<file path="config.mk">
export PLATFORM = sky130hd
export DESIGN_NAME = fetch_sequencer_flat
export DESIGN_NICKNAME = d
export VERILOG_FILES = /design/src/rtl/fetch_pkg.sv /design/src/rtl/fetch_sequencer_if.sv /design/src/rtl/fetch_perf_cnt.sv /design/src/rtl/fetch_sequencer.sv /design/src/flat_wrapper.sv
export SDC_FILE = /design/constraint.sdc
export NUM_CORES = 1
export LEC_CHECK = 0
export CORE_AREA = 2 2 117 119
export CTS_CLUSTER_SIZE = 14
export DETAILED_ROUTE_END_ITERATION = 7
export DIE_AREA = 0 0 119 121
export PLACE_DENSITY_LB_ADDON = 0.12
export SLEW_MARGIN = 20
export SYNTH_ARGS = -nofsm -noshare
export SYNTH_HDL_FRONTEND = slang
export SYNTH_HIERARCHICAL = 1
export SYNTH_SLANG_ARGS = --single-unit
</file>
<file path="constraint.sdc">
create_clock -name clk -period 2.5 [get_ports clk]
set_input_delay 0.5 -clock clk [delete_from_list [all_inputs] [get_ports clk]]
set_output_delay 0.5 -clock clk [all_outputs]
set_load 0.01 [all_outputs]
</file>
<file path="src/rtl/fetch_pkg.sv">
// Shared constants and FSM encoding for the instruction-fetch slice.
// Optional feature macro consumed by fetch_sequencer: FETCH_PERF_CNT_EN.
package fetch_pkg;

  typedef enum logic [1:0] {
    S_IDLE  = 2'd0,
    S_RUN   = 2'd1,
    S_FAULT = 2'd2
  } fetch_state_e;

  localparam int         FETCH_STEP        = 4;
  localparam logic [1:0] ALIGN_MASK        = 2'b11;
  localparam int         DEFAULT_RESET_PC  = 100;
  localparam int         DEFAULT_MEM_BYTES = 16384;

endpackage

</file>
<file path="src/rtl/fetch_sequencer_if.sv">
// Bus bundle between the fetch sequencer, instruction memory, redirect source and decode.
// The master side is the fetch sequencer; the slave side is its environment.
interface fetch_sequencer_if #(
  parameter int ADDR_W = 32
);

  logic [ADDR_W-1:0] imem_addr;
  logic [31:0]       imem_rdata;
  logic              id_valid;
  logic              id_ready;
  logic [31:0]       id_instr;
  logic [ADDR_W-1:0] id_pc;
  logic              redir_valid;
  logic [ADDR_W-1:0] redir_target;

  modport master (
    output imem_addr,
    input  imem_rdata,
    output id_valid,
    input  id_ready,
    output id_instr,
    output id_pc,
    input  redir_valid,
    input  redir_target
  );

  modport slave (
    input  imem_addr,
    output imem_rdata,
    input  id_valid,
    output id_ready,
    input  id_instr,
    input  id_pc,
    output redir_valid,
    output redir_target
  );

endinterface

</file>
<file path="src/rtl/fetch_perf_cnt.sv">
// Saturating fetch/bubble event counters, only present when FETCH_PERF_CNT_EN is defined.
module fetch_perf_cnt (
  input  logic        clk,
  input  logic        rst_n,
  input  logic        capture_i,
  input  logic        bubble_i,
  output logic [31:0] perf_fetched,
  output logic [31:0] perf_bubbles
);

  logic [31:0] fetched_q;
  logic [31:0] bubbles_q;

  // Count events, sticking at all-ones instead of wrapping.
  always_ff @(posedge clk or negedge rst_n) begin
    if (!rst_n) begin
      fetched_q <= '0;
      bubbles_q <= '0;
    end else begin
      if (capture_i && (fetched_q != '1)) fetched_q <= fetched_q + 32'd1;
      if (bubble_i && (bubbles_q != '1)) bubbles_q <= bubbles_q + 32'd1;
    end
  end

  assign perf_fetched = fetched_q;
  assign perf_bubbles = bubbles_q;

endmodule

</file>
<file path="src/rtl/fetch_sequencer.sv">
// Instruction-fetch controller: owns the PC, drives the instruction memory address
// and fills the IF/ID register toward decode with stall, redirect and fault handling.
// Optional feature: define FETCH_PERF_CNT_EN to add perf_fetched/perf_bubbles outputs.
module fetch_sequencer
  import fetch_pkg::*;
#(
  parameter int RESET_PC  = DEFAULT_RESET_PC,
  parameter int MEM_BYTES = DEFAULT_MEM_BYTES,
  parameter int ADDR_W    = 32
) (
  input  logic              clk,
  input  logic              rst_n,
  input  logic              start,
  fetch_sequencer_if.master bus,
  output logic [1:0]        fsm_state,
  output logic              fault,
  output logic [ADDR_W-1:0] fault_addr
`ifdef FETCH_PERF_CNT_EN
  ,
  output logic [31:0]       perf_fetched,
  output logic [31:0]       perf_bubbles
`endif
);

  localparam logic [ADDR_W-1:0] LAST_LEGAL = ADDR_W'(MEM_BYTES - FETCH_STEP);
  localparam logic [ADDR_W-1:0] RESET_ADDR = ADDR_W'(RESET_PC);
  localparam logic [ADDR_W-1:0] STEP       = ADDR_W'(FETCH_STEP);

  function automatic logic addr_legal(input logic [ADDR_W-1:0] a);
    return ((a[1:0] & ALIGN_MASK) == 2'b00) && (a <= LAST_LEGAL);
  endfunction

  fetch_state_e      state_q, state_d;
  logic [ADDR_W-1:0] pc_q, pc_d;
  logic              id_valid_q, id_valid_d;
  logic [31:0]       id_instr_q, id_instr_d;
  logic [ADDR_W-1:0] id_pc_q, id_pc_d;
  logic [ADDR_W-1:0] fault_addr_q, fault_addr_d;

  logic redir_ok;
  logic pc_ok;
  logic stall;

  assign redir_ok = addr_legal(bus.redir_target);
  assign pc_ok    = addr_legal(pc_q);
  assign stall    = id_valid_q && !bus.id_ready;

  // State register.
  always_ff @(posedge clk or negedge rst_n) begin
    if (!rst_n) state_q <= S_IDLE;
    else        state_q <= state_d;
  end

  // Next state: redirects beat stalls, stalls beat the range check on the PC.
  always_comb begin
    state_d = state_q;
    case (state_q)
      S_IDLE: begin
        if (bus.redir_valid && !redir_ok) state_d = S_FAULT;
        else if (start)                   state_d = S_RUN;
      end
      S_RUN: begin
        if (bus.redir_valid) begin
          if (!redir_ok) state_d = S_FAULT;
        end else if (!stall && !pc_ok) begin
          state_d = S_FAULT;
        end
      end
      S_FAULT: begin
        if (start) state_d = S_IDLE;
      end
      default: state_d = S_IDLE;
    endcase
  end

  // Next PC, IF/ID register contents and fault address for the current state.
  always_comb begin
    pc_d         = pc_q;
    id_valid_d   = id_valid_q;
    id_instr_d   = id_instr_q;
    id_pc_d      = id_pc_q;
    fault_addr_d = fault_addr_q;
    case (state_q)
      S_IDLE: begin
        id_valid_d = 1'b0;
        if (bus.redir_valid) begin
          if (redir_ok) pc_d = bus.redir_target;
          else          fault_addr_d = bus.redir_target;
        end
      end
      S_RUN: begin
        if (bus.redir_valid) begin
          id_valid_d = 1'b0;
          if (redir_ok) pc_d = bus.redir_target;
          else          fault_addr_d = bus.redir_target;
        end else if (!stall) begin
          if (!pc_ok) begin
            fault_addr_d = pc_q;
            id_valid_d   = 1'b0;
          end else begin
            id_instr_d = bus.imem_rdata;
            id_pc_d    = pc_q;
            id_valid_d = 1'b1;
            pc_d       = pc_q + STEP;
          end
        end
      end
      S_FAULT: begin
        id_valid_d = 1'b0;
        if (start) pc_d = RESET_ADDR;
      end
      default: id_valid_d = 1'b0;
    endcase
  end

  // PC, IF/ID register and fault address storage.
  always_ff @(posedge clk or negedge rst_n) begin
    if (!rst_n) begin
      pc_q         <= RESET_ADDR;
      id_valid_q   <= 1'b0;
      id_instr_q   <= '0;
      id_pc_q      <= '0;
      fault_addr_q <= '0;
    end else begin
      pc_q         <= pc_d;
      id_valid_q   <= id_valid_d;
      id_instr_q   <= id_instr_d;
      id_pc_q      <= id_pc_d;
      fault_addr_q <= fault_addr_d;
    end
  end

  assign bus.imem_addr = pc_q;
  assign bus.id_valid  = id_valid_q;
  assign bus.id_instr  = id_instr_q;
  assign bus.id_pc     = id_pc_q;
  assign fsm_state     = state_q;
  assign fault         = (state_q == S_FAULT);
  assign fault_addr    = fault_addr_q;

`ifdef FETCH_PERF_CNT_EN
  logic capture_en;
  logic bubble_en;

  assign capture_en = (state_q == S_RUN) && !bus.redir_valid && !stall && pc_ok;
  assign bubble_en  = (state_q == S_RUN) && !id_valid_q;

  fetch_perf_cnt u_perf (
    .clk          (clk),
    .rst_n        (rst_n),
    .capture_i    (capture_en),
    .bubble_i     (bubble_en),
    .perf_fetched (perf_fetched),
    .perf_bubbles (perf_bubbles)
  );
`endif

endmodule

</file>
<file path="src/flat_wrapper.sv">
// flat-port wrapper written by rule: the top's interface ports become plain ports
module fetch_sequencer_flat import fetch_pkg::*;
#(
  parameter int RESET_PC  = DEFAULT_RESET_PC,
  parameter int MEM_BYTES = DEFAULT_MEM_BYTES,
  parameter int ADDR_W    = 32
)
  (clk, rst_n, start, fsm_state, fault, fault_addr, bus_imem_addr, bus_imem_rdata, bus_id_valid, bus_id_ready, bus_id_instr, bus_id_pc, bus_redir_valid, bus_redir_target);
  fetch_sequencer_if #(.ADDR_W(ADDR_W)) bus_i ();
  input  logic clk;
  input  logic rst_n;
  input  logic start;
  output logic [1:0] fsm_state;
  output logic fault;
  output logic [ADDR_W-1:0] fault_addr;
  output wire logic [$bits(bus_i.imem_addr)-1:0] bus_imem_addr;
  input wire logic [$bits(bus_i.imem_rdata)-1:0] bus_imem_rdata;
  output wire logic [$bits(bus_i.id_valid)-1:0] bus_id_valid;
  input wire logic [$bits(bus_i.id_ready)-1:0] bus_id_ready;
  output wire logic [$bits(bus_i.id_instr)-1:0] bus_id_instr;
  output wire logic [$bits(bus_i.id_pc)-1:0] bus_id_pc;
  input wire logic [$bits(bus_i.redir_valid)-1:0] bus_redir_valid;
  input wire logic [$bits(bus_i.redir_target)-1:0] bus_redir_target;
  assign bus_imem_addr = bus_i.imem_addr;
  assign bus_i.imem_rdata = bus_imem_rdata;
  assign bus_id_valid = bus_i.id_valid;
  assign bus_i.id_ready = bus_id_ready;
  assign bus_id_instr = bus_i.id_instr;
  assign bus_id_pc = bus_i.id_pc;
  assign bus_i.redir_valid = bus_redir_valid;
  assign bus_i.redir_target = bus_redir_target;
  fetch_sequencer #(.RESET_PC(RESET_PC), .MEM_BYTES(MEM_BYTES), .ADDR_W(ADDR_W)) u_core (.clk(clk), .rst_n(rst_n), .start(start), .bus(bus_i), .fsm_state(fsm_state), .fault(fault), .fault_addr(fault_addr));
endmodule
</file>
-- Yosys cells after proc, flatten, opt, wreduce, memory -nomap -nowiden
Index checks and enable logic that the tools add are counted.
- add/sub/neg operators: 1
- $lt $le $gt $ge: 2
- equality and inequality tests: 10
- muxes and demuxes: 24
- bitwise logic cells: 2
- reduce and logical (&&, ||, !) cells: 18
- operator list (operator ; count):
    $mux 32 ; 11
    $pmux 32 s3 ; 1
    $le 32x14->1 const B ; 2
    $pmux 32 s2 ; 1
    $add 32x3->32 const B ; 1
    $mux 2 ; 6
    $reduce_and 4->1 ; 3
    $ne 3x2->1 const B ; 3
    $ne 3x3->1 const B ; 3
    $logic_not 2->1 ; 3
    $pmux 2 s3 ; 1
    $logic_and 1x1->1 ; 5
    $reduce_and 5->1 ; 1
    $logic_not 1->1 ; 4
    $mux 1 ; 4
    $ne 2x2->1 const B ; 2
    $reduce_bool 3->1 ; 1
    $eq 2x1->1 const B ; 1
    $eq 2x2->1 const B ; 1
    $not 1->1 ; 2
    $reduce_bool 2->1 ; 1
- flip-flop bits (word level): 131
- input bits: 69
- output and inout bits: 132
- word-level logic and storage cells: 63

-- Depth between registers and ports, before layout
Gate-level depths: netlist of the first run.
- word-level depth: 7
- mapped depth: 10
- gate-level depth less buffers: 7

-- Worst setup path before layout of the first run
Ideal clock, no wire load.
- kind: register -> register
- start point: register u_core.state_q[0], in the netlist u_core/fsm_state[0]
- end point: register u_core.pc_q[11], in the netlist u_core/bus.imem_addr[11]
- library setup time: 126 ps
- arrival: 2088 ps
- data required time: 2374 ps
- path slack: 286 ps
- stages on the path, launching flop included: 10
- buffers on the path: 2
- period minus slack after synthesis: 2214 ps
- cell sequence: dfrtp_1 -> inv_1 -> ha_1 -> bufbuf_16 -> or2_2 -> o311ai_4 -> o211a_4 -> o21ai_2 -> buf_6 -> a221o_1
- word-level cells in the longest chain between the ends: 3
- elaborated cells between the ends (all ways): 10
- those cells by class: eq/ne: 6; mux: 1; reduce/logical: 3
- RTL lines (what ; RTL line ; RTL):
    start: declaration ; fetch_sequencer.sv:33 ; fetch_state_e state_q, state_d;
    start signal: assignment ; fetch_sequencer.sv:51 ; else state_q <= state_d;
    $eq 2x1->1, or another cell as far along ; fetch_sequencer.sv:83 ; case (state_q)
    $ne 3x2->1 (no source line), or another cell as far along ; - ;
    $reduce_and 5->1 (no source line) ; - ;
    end signal: assignment ; fetch_sequencer.sv:125 ; pc_q <= pc_d;
    end: declaration ; fetch_sequencer.sv:34 ; logic [ADDR_W-1:0] pc_q, pc_d;
Several ways; a longest one is shown, not always the timed one.
A chain may end at the register's enable or synchronous reset.

-- Worst setup path in the final report of the first run
- start point: register u_core.state_q[0], in the netlist u_core/fsm_state[0]
- end point: output fault
- word-level cells in the longest chain between the ends: 1
- RTL lines (what ; RTL line ; RTL):
    $eq 2x2->1 ; fetch_sequencer.sv:138 ; assign fault = (state_q == S_FAULT);
    end: declaration ; flat_wrapper.sv:14 ; output logic fault;
Every way passes these cells.

==> results of run 1 <==
-- worst paths after layout --
path	cells after the start	startpoint	slack (ps)	to
setup / recovery	3	u_core/fsm_state[0]	170	fault
hold / removal	1	rst_n	40	u_core/bus.id_instr[13]
setup reg to reg	6	u_core/bus.imem_addr[28]	200	u_core/bus.id_instr[26]
max in group asynchronous	2	rst_n	1780	u_core/bus.imem_addr[2]
min in group clk	1	u_core/bus.id_pc[25]	500	u_core/bus.id_pc[25]
hold reg to reg	1	u_core/bus.id_pc[25]	500	u_core/bus.id_pc[25]
-- layer usage --
layer / vias to the layer above / GRT usage / wire (µm)
li1: 2403 / - / -
met1: 2571 / 0.314 / 7160
met2: 288 / 0.393 / 8370
met3: 46 / 0.0648 / 1500
met4: 0 / 0.122 / 555
met5: - / 0 / 0
-- worst max-delay path: stages, from the launching register on --
cell	delay, ps
dfrtp_1	420
inv_1	130
ha_2	290
clkdlybuf4s50_1	580
-- logic make-up (layout without fill, tap and decap cells) --
logic type / Yosys count / count (layout) / synth area share
simple gates: 171 / 171 / 0.154
flops: 131 / 131 / 0.552
mux: 44 / 44 / 0.0833
compound gates: 130 / 130 / 0.159
xor+xnor: 1 / 1 / 0.00147
fa+ha+maj: 5 / 5 / 0.0105
buf+inv: 42 / 287 / 0.0400
-- area by class of cell --
class	instances	area, µm²
Clock buffer	19	443
Clock inverter	13	104
Fill cell	1003	4120
Inverter	7	26.3
Multi-Input combinational cell	351	2430
Sequential cell	131	3280
Tap cell	176	220
Timing Repair Buffer	248	2450
-- repair_timing --
item                       in CTS  in global routing
buffers inserted                0                  1
resized for setup               0                  1
hold buffers                    0                  0
setup endpoints to repair       0                  2
-- cells in the mapped netlist, drive strengths merged (3+ instances only) --
cell type | n | share of area
clkbuf | 19 | 0.014
and2 | 11 | 0.013
nor2 | 40 | 0.025
mux2 | 44 | 0.083
nor4 | 16 | 0.017
o21ai | 18 | 0.016
o22ai | 27 | 0.028
nor3 | 9 | 0.0095
o21a | 4 | 0.0051
and3 | 4 | 0.0046
nand2 | 34 | 0.022
dfstp | 3 | 0.013
o2bb2ai | 4 | 0.0059
nor2b | 31 | 0.033
nand3 | 7 | 0.0059
a21oi | 15 | 0.013
nand4 | 7 | 0.0074
dfrtp | 128 | 0.54
o31ai | 7 | 0.0088
buf | 15 | 0.016
a32o | 6 | 0.010
ha | 5 | 0.011
a22oi | 28 | 0.035
inv | 7 | 0.0044
-- where the power goes --
group | switching, mW | total, mW | internal [mW]
registers | 0.382 | 3.16 | 2.78
logic | 2.20 | 4.60 | 2.40
clock network | 0.944 | 2.25 | 1.31
total | 3.52 | 10.0 | 6.48
-- state kept, by name, indices dropped and copies added, names as in the netlist --
register	count
u_core/fault_addr	32
u_core/bus.id_instr	32
u_core/bus.id_valid	1
u_core/fsm_state	2
u_core/bus.imem_addr	32
u_core/bus.id_pc	32
==> results.env, run 1 <==
AVGSYNTHCELLAREA_UM2=11.3
ANTENNA_VIOLATING_NETS_POST_ROUTE=0
FINISH.CELL_COUNT_WITHOUT_FILLERS=945
ANTENNA_FOUND_INITIAL=0
PRE_CTS_SLACK_PS=3.37
ROUTED_WIRELENGTH_UM=17600
GRT_START_MAX_NET_PINS=56
ASYNCSETRESETFLOPFRACSYNTH=1.00
SYNTH_SEQUENTIAL_AREA_RATIO=0.552
DETAIL_ROUTE.DRC_VIOLATIONS=0
WORSTSETUPENDPOINTTYPE='output port'
TRITONCTS='built'
VIAS=5308
CTS_BUFFERS=17
MAX_CAP_VIOLS=0
MAX_FREQ_MHz=429
DETAIL_ROUTE.WL_PER_CELL_UM=18.6
SYNTHFLOPTYPE='dfrtp_1'
SYNTH_CELL_TYPE_COUNT=68
DIE_BOUNDARY_WIDTH_UM=119
WORST-ENDPOINT-REQUIRED_PS=2000
H_TREE_DEPTH_REPORTED_BY_CTS=4
WORSTSKEWPAIRLATENCY_PS=410
CLK_PATH_BUF_DEPTH=2
SYN_INST=524
DP.CELLS=911
ANTENNA_CELLS=0
HOLD_WS_PS=44.8
COMMONEST_CELLS_AFTER_ROUTING_FILL_AND_TAPS_ASIDE='clkdlybuf4s50_1, dfrtp_1, mux2_2'
WORSTMARGINPINSLEW_PS=556
CLK_PIN_SLEW_WORST_PATHS_PS=60
DP_HPWL_UM=12900
CTSROOTBUFFERMASTER='clkbuf_16'
POST-ROUTE-MIN-PERIOD_PS=2330
INITIAL_UTILIZATION=0.454
STATUS='finished clean'
PLACED_AREA_UM2=8390
MAX_VDD_DROP_V=0.000579
WORSTHOLDPATHTYPE='in -> async'
LAYOUT-DRIVE-GT1-SHARE=0.195
COUNT_OF_TRITONROUTE_ITERATIONS_IN_THE_FIRST_ROUTING_PASS=5
TIMING_HOLD_VIOLATIONS_FINAL=0
SETUP_SLACK_PS=171
FINALSETUPVIOLCOUNT=0
CHIPHEIGHT_UM=121
PLACE.GP.CONGESTION=0.895
CLOCK_SINK_COUNT=131
YS_SEQ_ELEMENTS=131
TIMING.SLEW.HEADROOM=0.628
FINAL_CORE_UTIL=0.685
FIN_SKEW_PS=8.20
CRITICAL_PATH.STARTPOINT_TYPE='flip-flop'
FIRST_ITER_VIOLATIONS=420
NNETSFINAL=830
SYNTH_TO_LAYOUT_AREA_GROWTH_PCT=50.7
DRT_VIA_DENSITY=5.62
WORST_EP_ARRIVAL_TIME_PS=1830
AREA_OF_THE_DIE_UM2=14400
CRIT_PATH_MAX_FANOUT=7
GRT_FIRST_PASS_WIRELENGTH_UM=27800
SYNTH-EDFF-COUNT=0
GRT.TOTAL_USAGE=0.247
PORT-BUFFER-COUNT=200
MAPPEDNETLISTNETS=598
RSZ0062_AT_GRT='no'
FINALMAXSLEWVIOLATIONS=0
SYNTH_AREA_UM2=5940
LAYOUT_COMMONEST_CELL='clkdlybuf4s50_1'
CRITICALPATHCATEGORY='reg -> out'
PD_CELLS_nW_PER_UM2=1120
CELLLEAKAGEPOWER_nW=3.81
COUNT_OF_WARNINGS_EMITTED_BY_YOSYS=6
FLOORPLAN.IO_PINS=201
VIA_COUNT_OF_THE_FIRST_GLOBAL_ROUTING_PASS=5242
REMAINING_OVERFLOW_GRT=0
SETUP_TNS_PS=0
PERIOD_SHARE=0.932
CORE_UM2=13100
FLOORPLAN.ROWS=42
POWER_mW=10.0
FINALINSTANCEAREA_UM2=8960
Note: power is estimated with default switching activity, not from simulation.
==> run 2: changes to the inputs <==
Settings changed: PLACE_DENSITY from default to 0.8, PLACE_DENSITY_LB_ADDON 0.12 to default.
==> results.env, run 2 (synthesis gave the netlist of run 1 again) <==
SETUP_SLACK_PS=158
NNETSFINAL=830
PLACE.GP.CONGESTION=0.963
FLOORPLAN.IO_PINS=201
WORST_PATH_MAX_DELAY_CELL='dfrtp_1'
WORSTMARGINPINSLEW_PS=566
TIMING_HOLD_VIOLATIONS_FINAL=0
NFILLCELLS=970
RSZ0062_AT_GRT='no'
LAYOUT-DRIVE-GT1-SHARE=0.198
DRT_VIA_DENSITY=5.65
FIRST_ITER_VIOLATIONS=394
DETAIL_ROUTE.WL_PER_CELL_UM=19.4
TIMING.SLEW.HEADROOM=0.623
CLK_PATH_BUF_DEPTH=2
TRITONCTS='built'
DP_HPWL_UM=13600
GRT_START_MAX_NET_PINS=48
CELLLEAKAGEPOWER_nW=3.86
MAX_FREQ_MHz=427
CTS_BUFFERS=17
AREA_OF_THE_DIE_UM2=14400
MULTI_INPUT_AREA_UM2=2460
FINALMAXSLEWVIOLATIONS=0
WORST_EP_ARRIVAL_TIME_PS=2640
COUNT_OF_TRITONROUTE_ITERATIONS_IN_THE_FIRST_ROUTING_PASS=4
VIAS=5328
PRE_CTS_SLACK_PS=-341
MAX_VDD_DROP_V=0.000603
VIA_COUNT_OF_THE_FIRST_GLOBAL_ROUTING_PASS=5350
GRT_FIRST_PASS_WIRELENGTH_UM=29000
WORSTSETUPENDPOINTTYPE='flip-flop'
WORST_STAGE_DELAY_ON_THE_CRITICAL_PATH_PS=390
PATH_BUF_INV=1
FIN_SKEW_PS=8.64
CRIT_PATH_MAX_FANOUT=38
PORT-BUFFER-COUNT=200
LAYOUT_COMMONEST_CELL='clkdlybuf4s50_1'
HOLD_BUFFERS=0
COMMONEST_CELLS_AFTER_ROUTING_FILL_AND_TAPS_ASIDE='clkdlybuf4s50_1, dfrtp_1, mux2_2'
FLOORPLAN.ROWS=42
CHAIN_OF_CELLS_FORMING_THE_CRITICAL_PATH='nor4_2, and4_2, nand2_1, nor3_4, buf_12, mux2_2'
CRITICAL-PATH-TOP-DELAY-FAMILY='simple AND/OR/NAND/NOR gates'
ANTENNA_VIOLATING_NETS_POST_ROUTE=0
WORST-ENDPOINT-REQUIRED_PS=2790
CHIPHEIGHT_UM=121
GRT.TOTAL_USAGE=0.262
CRITICAL_PATH.STARTPOINT_TYPE='flip-flop'
STATUS='finished clean'
ANTENNA_CELLS=0
DIE_BOUNDARY_WIDTH_UM=119
CLK_PIN_SLEW_WORST_PATHS_PS=60
REGAREA_UM2=3280
WORSTSKEWPAIRLATENCY_PS=410
FINALSETUPVIOLCOUNT=0
PD_CELLS_nW_PER_UM2=1140
SYNTH_TO_LAYOUT_AREA_GROWTH_PCT=52.8
H_TREE_DEPTH_REPORTED_BY_CTS=4
REMAINING_OVERFLOW_GRT=0
POST-ROUTE-MIN-PERIOD_PS=2340
ANTENNA_FOUND_INITIAL=0
CLOCK_SINK_COUNT=131
INITIAL_UTILIZATION=0.454
PERIOD_SHARE=0.937
CTSROOTBUFFERMASTER='clkbuf_16'
WORSTHOLDPATHTYPE='in -> async'
ROUTED_WIRELENGTH_UM=18300
SETUP_TNS_PS=0
MAX_CAP_VIOLS=0
CRITICALPATHCATEGORY='reg -> reg'
DETAIL_ROUTE.DRC_VIOLATIONS=0
CORE_UM2=13100
run 2: what timing repair did:
item	4_1_cts	5_1_grt
buffers inserted	0	0
resized for setup	0	5
endpoints found under the setup margin	0	18
run 2: layer usage:
layer,track usage,up-vias,wire [µm]
li1,-,2395,-
met1,0.322,2596,7230
met2,0.429,286,8980
met3,0.0639,51,1380
met4,0.138,0,721
met5,0,-,0
run 2: path summary, 6_finish.rpt:
| kind | from | depth (start not counted) | slack (ps) | end |
|---|---|---|---|---|
| min in group clk | u_core/bus.id_pc[7] | 1 | 490 | u_core/bus.id_pc[7] |
| worst max-delay path | u_core/bus.imem_addr[20] | 6 | 160 | u_core/bus.id_instr[30] |
| worst min-delay path | rst_n | 1 | 90 | u_core/bus.id_pc[3] |
| worst max register to register | u_core/bus.imem_addr[20] | 6 | 160 | u_core/bus.id_instr[30] |
| max in group asynchronous | rst_n | 2 | 1720 | u_core/bus.imem_addr[6] |
| worst min register to register | u_core/bus.id_pc[7] | 1 | 490 | u_core/bus.id_pc[7] |
run 2: power breakdown:
group	internal, mW	switching, mW	total [mW]
Clock	1.73	0.876	2.61
Combinational	2.38	2.19	4.57
Sequential	2.78	0.424	3.20
Total	6.90	3.49	10.4
run 2: worst reg2reg max path: cells and delay by family (launching register included):
kind                   cells  cell delay [ps]
flip-flops                 1              390
AND/OR/NAND/NOR            4             1200
buffers and inverters      1              260
multiplexers               1              390
run 2: through the flow:
| step | instances | cell area (µm²) | power, mW | hold WS [ps] | utilization |
|---|---|---|---|---|---|
| after floorplan | 524 | 5940 | 5.50 | 204 | - |
| after global placement | 913 | 8430 | 7.64 | 468 | 0.644 |
| after detailed placement | 913 | 8430 | 7.79 | 485 | 0.644 |
| after CTS | 943 | 9060 | 10.4 | 90.4 | 0.692 |
| after global routing | 943 | 9080 | 10.9 | 119 | 0.694 |
| final | 943 | 9080 | 10.4 | 88.6 | 0.694 |
run 2: cell type report:
class                   instances  share of cell area
flip-flops and latches        131               0.361
repair buffers                248               0.272
multi-input cells             351               0.271
clock buffers                  21              0.0518
well taps                     176              0.0242
clock inverters                 9              0.0168
inverters                       7             0.00289
==> run 3: changes to the inputs <==
Settings changed: GPL_TIMING_DRIVEN from default to 0.
==> results.env, run 3 (synthesis gave the netlist of run 1 again) <==
STATUS='finished clean'
POWER_mW=10.5
ROUTED_WIRELENGTH_UM=18800
LAYOUT_COMMONEST_CELL='clkdlybuf4s50_1'
CLK_PIN_SLEW_WORST_PATHS_PS=60
COMMONEST_CELLS_AFTER_ROUTING_FILL_AND_TAPS_ASIDE='clkdlybuf4s50_1, dfrtp_1, mux2_2'
HOLD_WS_PS=63.2
GRT_FIRST_PASS_WIRELENGTH_UM=29400
CHIPHEIGHT_UM=121
ANTENNA_CELLS=0
REGAREA_UM2=3280
VIAS=5321
PERIOD_SHARE=0.998
DRT_VIA_DENSITY=5.68
CLK_PATH_BUF_DEPTH=2
PORT-BUFFER-COUNT=200
INITIAL_UTILIZATION=0.454
FINALSETUPVIOLCOUNT=0
DIE_BOUNDARY_WIDTH_UM=119
SYNTH_TO_LAYOUT_AREA_GROWTH_PCT=51.3
LAYOUT-DRIVE-GT1-SHARE=0.184
WORSTSKEWPAIRLATENCY_PS=420
DETAIL_ROUTE.WL_PER_CELL_UM=20.1
WORSTMARGINPINSLEW_PS=718
CRITICAL_PATH.STARTPOINT_TYPE='input port'
MULTI_INPUT_AREA_UM2=2530
VIA_COUNT_OF_THE_FIRST_GLOBAL_ROUTING_PASS=5399
TIMING_HOLD_VIOLATIONS_FINAL=0
GRT.TOTAL_USAGE=0.267
GRT_START_MAX_NET_PINS=73
TRITONCTS='built'
WORST_EP_ARRIVAL_TIME_PS=2780
MAX_CAP_VIOLS=0
CTS_BUFFERS=17
TIMING.SLEW.HEADROOM=0.521
ANTENNA_FOUND_INITIAL=0
FIRST_ITER_VIOLATIONS=410
FLOORPLAN.ROWS=42
SETUP.WORST_PATH.START='bus_redir_target[1]'
CRITICALPATHCATEGORY='in -> reg'
REMAINING_OVERFLOW_GRT=0
POST-ROUTE-MIN-PERIOD_PS=2490
RSZ0062_AT_GRT='yes'
DETAIL_ROUTE.DRC_VIOLATIONS=0
CTSROOTBUFFERMASTER='clkbuf_16'
FINALMAXSLEWVIOLATIONS=0
WORSTSETUPENDPOINTTYPE='flip-flop'
NNETSFINAL=821
PLACE.GP.CONGESTION=0.942
WORST-ENDPOINT-REQUIRED_PS=2790
COUNT_OF_TRITONROUTE_ITERATIONS_IN_THE_FIRST_ROUTING_PASS=5
MAX_VDD_DROP_V=0.000644
ANTENNA_VIOLATING_NETS_POST_ROUTE=0
FLOORPLAN.IO_PINS=201
R2R_START='u_core/fsm_state[1]'
FIN_SKEW_PS=8.02
PD_CELLS_nW_PER_UM2=1170
DP_HPWL_UM=13900
CLOCK_SINK_COUNT=131
CORE_UM2=13100
NFILLCELLS=934
MAX_FREQ_MHz=401
CELLLEAKAGEPOWER_nW=3.78
CRIT_PATH_MAX_FANOUT=10
AREA_OF_THE_DIE_UM2=14400
H_TREE_DEPTH_REPORTED_BY_CTS=4
WORSTHOLDPATHTYPE='in -> async'
[run 3: worst paths after layout]
kind,slack (ps),end,cells after the start
min reg2reg,500,u_core/bus.id_pc[26],1
min,60,u_core/bus.imem_addr[7],1
max,6,u_core/bus.imem_addr[11],7
max reg2reg,70,u_core/fault_addr[13],7
min in group clk,500,u_core/bus.id_pc[26],1
max in group asynchronous,1680,u_core/bus.id_pc[26],2
[run 3: critical path, cell delays in order]
cell and delay [ps]:
clkdlybuf4s50_1 480, nor4_2 430, nand3_2 320, nor2_1 390, o21ai_2 140, buf_6 170, a221o_1 350
[run 3: layer usage]
metal | GRT usage | share of wire
met5 | 0 | 0
met3 | 0.0686 | 0.081
met1 | 0.351 | 0.41
met4 | 0.124 | 0.031
met2 | 0.416 | 0.48
[run 3: power by group]
group	switching (mW)	total, mW	internal, mW	leakage [nW]
Clock	0.915	2.69	1.78	0.320
Sequential	0.411	3.19	2.78	1.66
Combinational	2.29	4.64	2.35	1.79
[run 3: metrics by stage]
step	utilization	TNS [ps]	setup slack [ps]	cells	instance area [µm²]
6_report	0.687	0	5.65	936	8990
5_1_grt	0.687	-435	-46.0	936	8990
2_1_floorplan	-	0	286	524	5940
4_1_cts	0.683	0	20.1	939	8940
3_5_place_dp	0.626	-55310	-676	901	8200
3_3_place_gp	0.624	-564390	-3960	900	8170
[run 3: area by class of cell]
| cell class | count | area share |
|---|---|---|
| timing repair buffer | 207 | 0.231 |
| sequential | 131 | 0.365 |
| multi-input combinational | 351 | 0.281 |
| buffer | 32 | 0.0227 |
| clock buffer | 21 | 0.0534 |
| inverter | 7 | 0.00292 |
| tap | 176 | 0.0245 |
| clock inverter | 11 | 0.0192 |
[run 3: repair_timing]
action | 4_1_cts | 5_1_grt
pin swaps | 2 | 1
setup endpoints to repair | 108 | 112
hold buffers | 0 | 0
buffers inserted | 6 | 0
gates resized for setup | 9 | 14
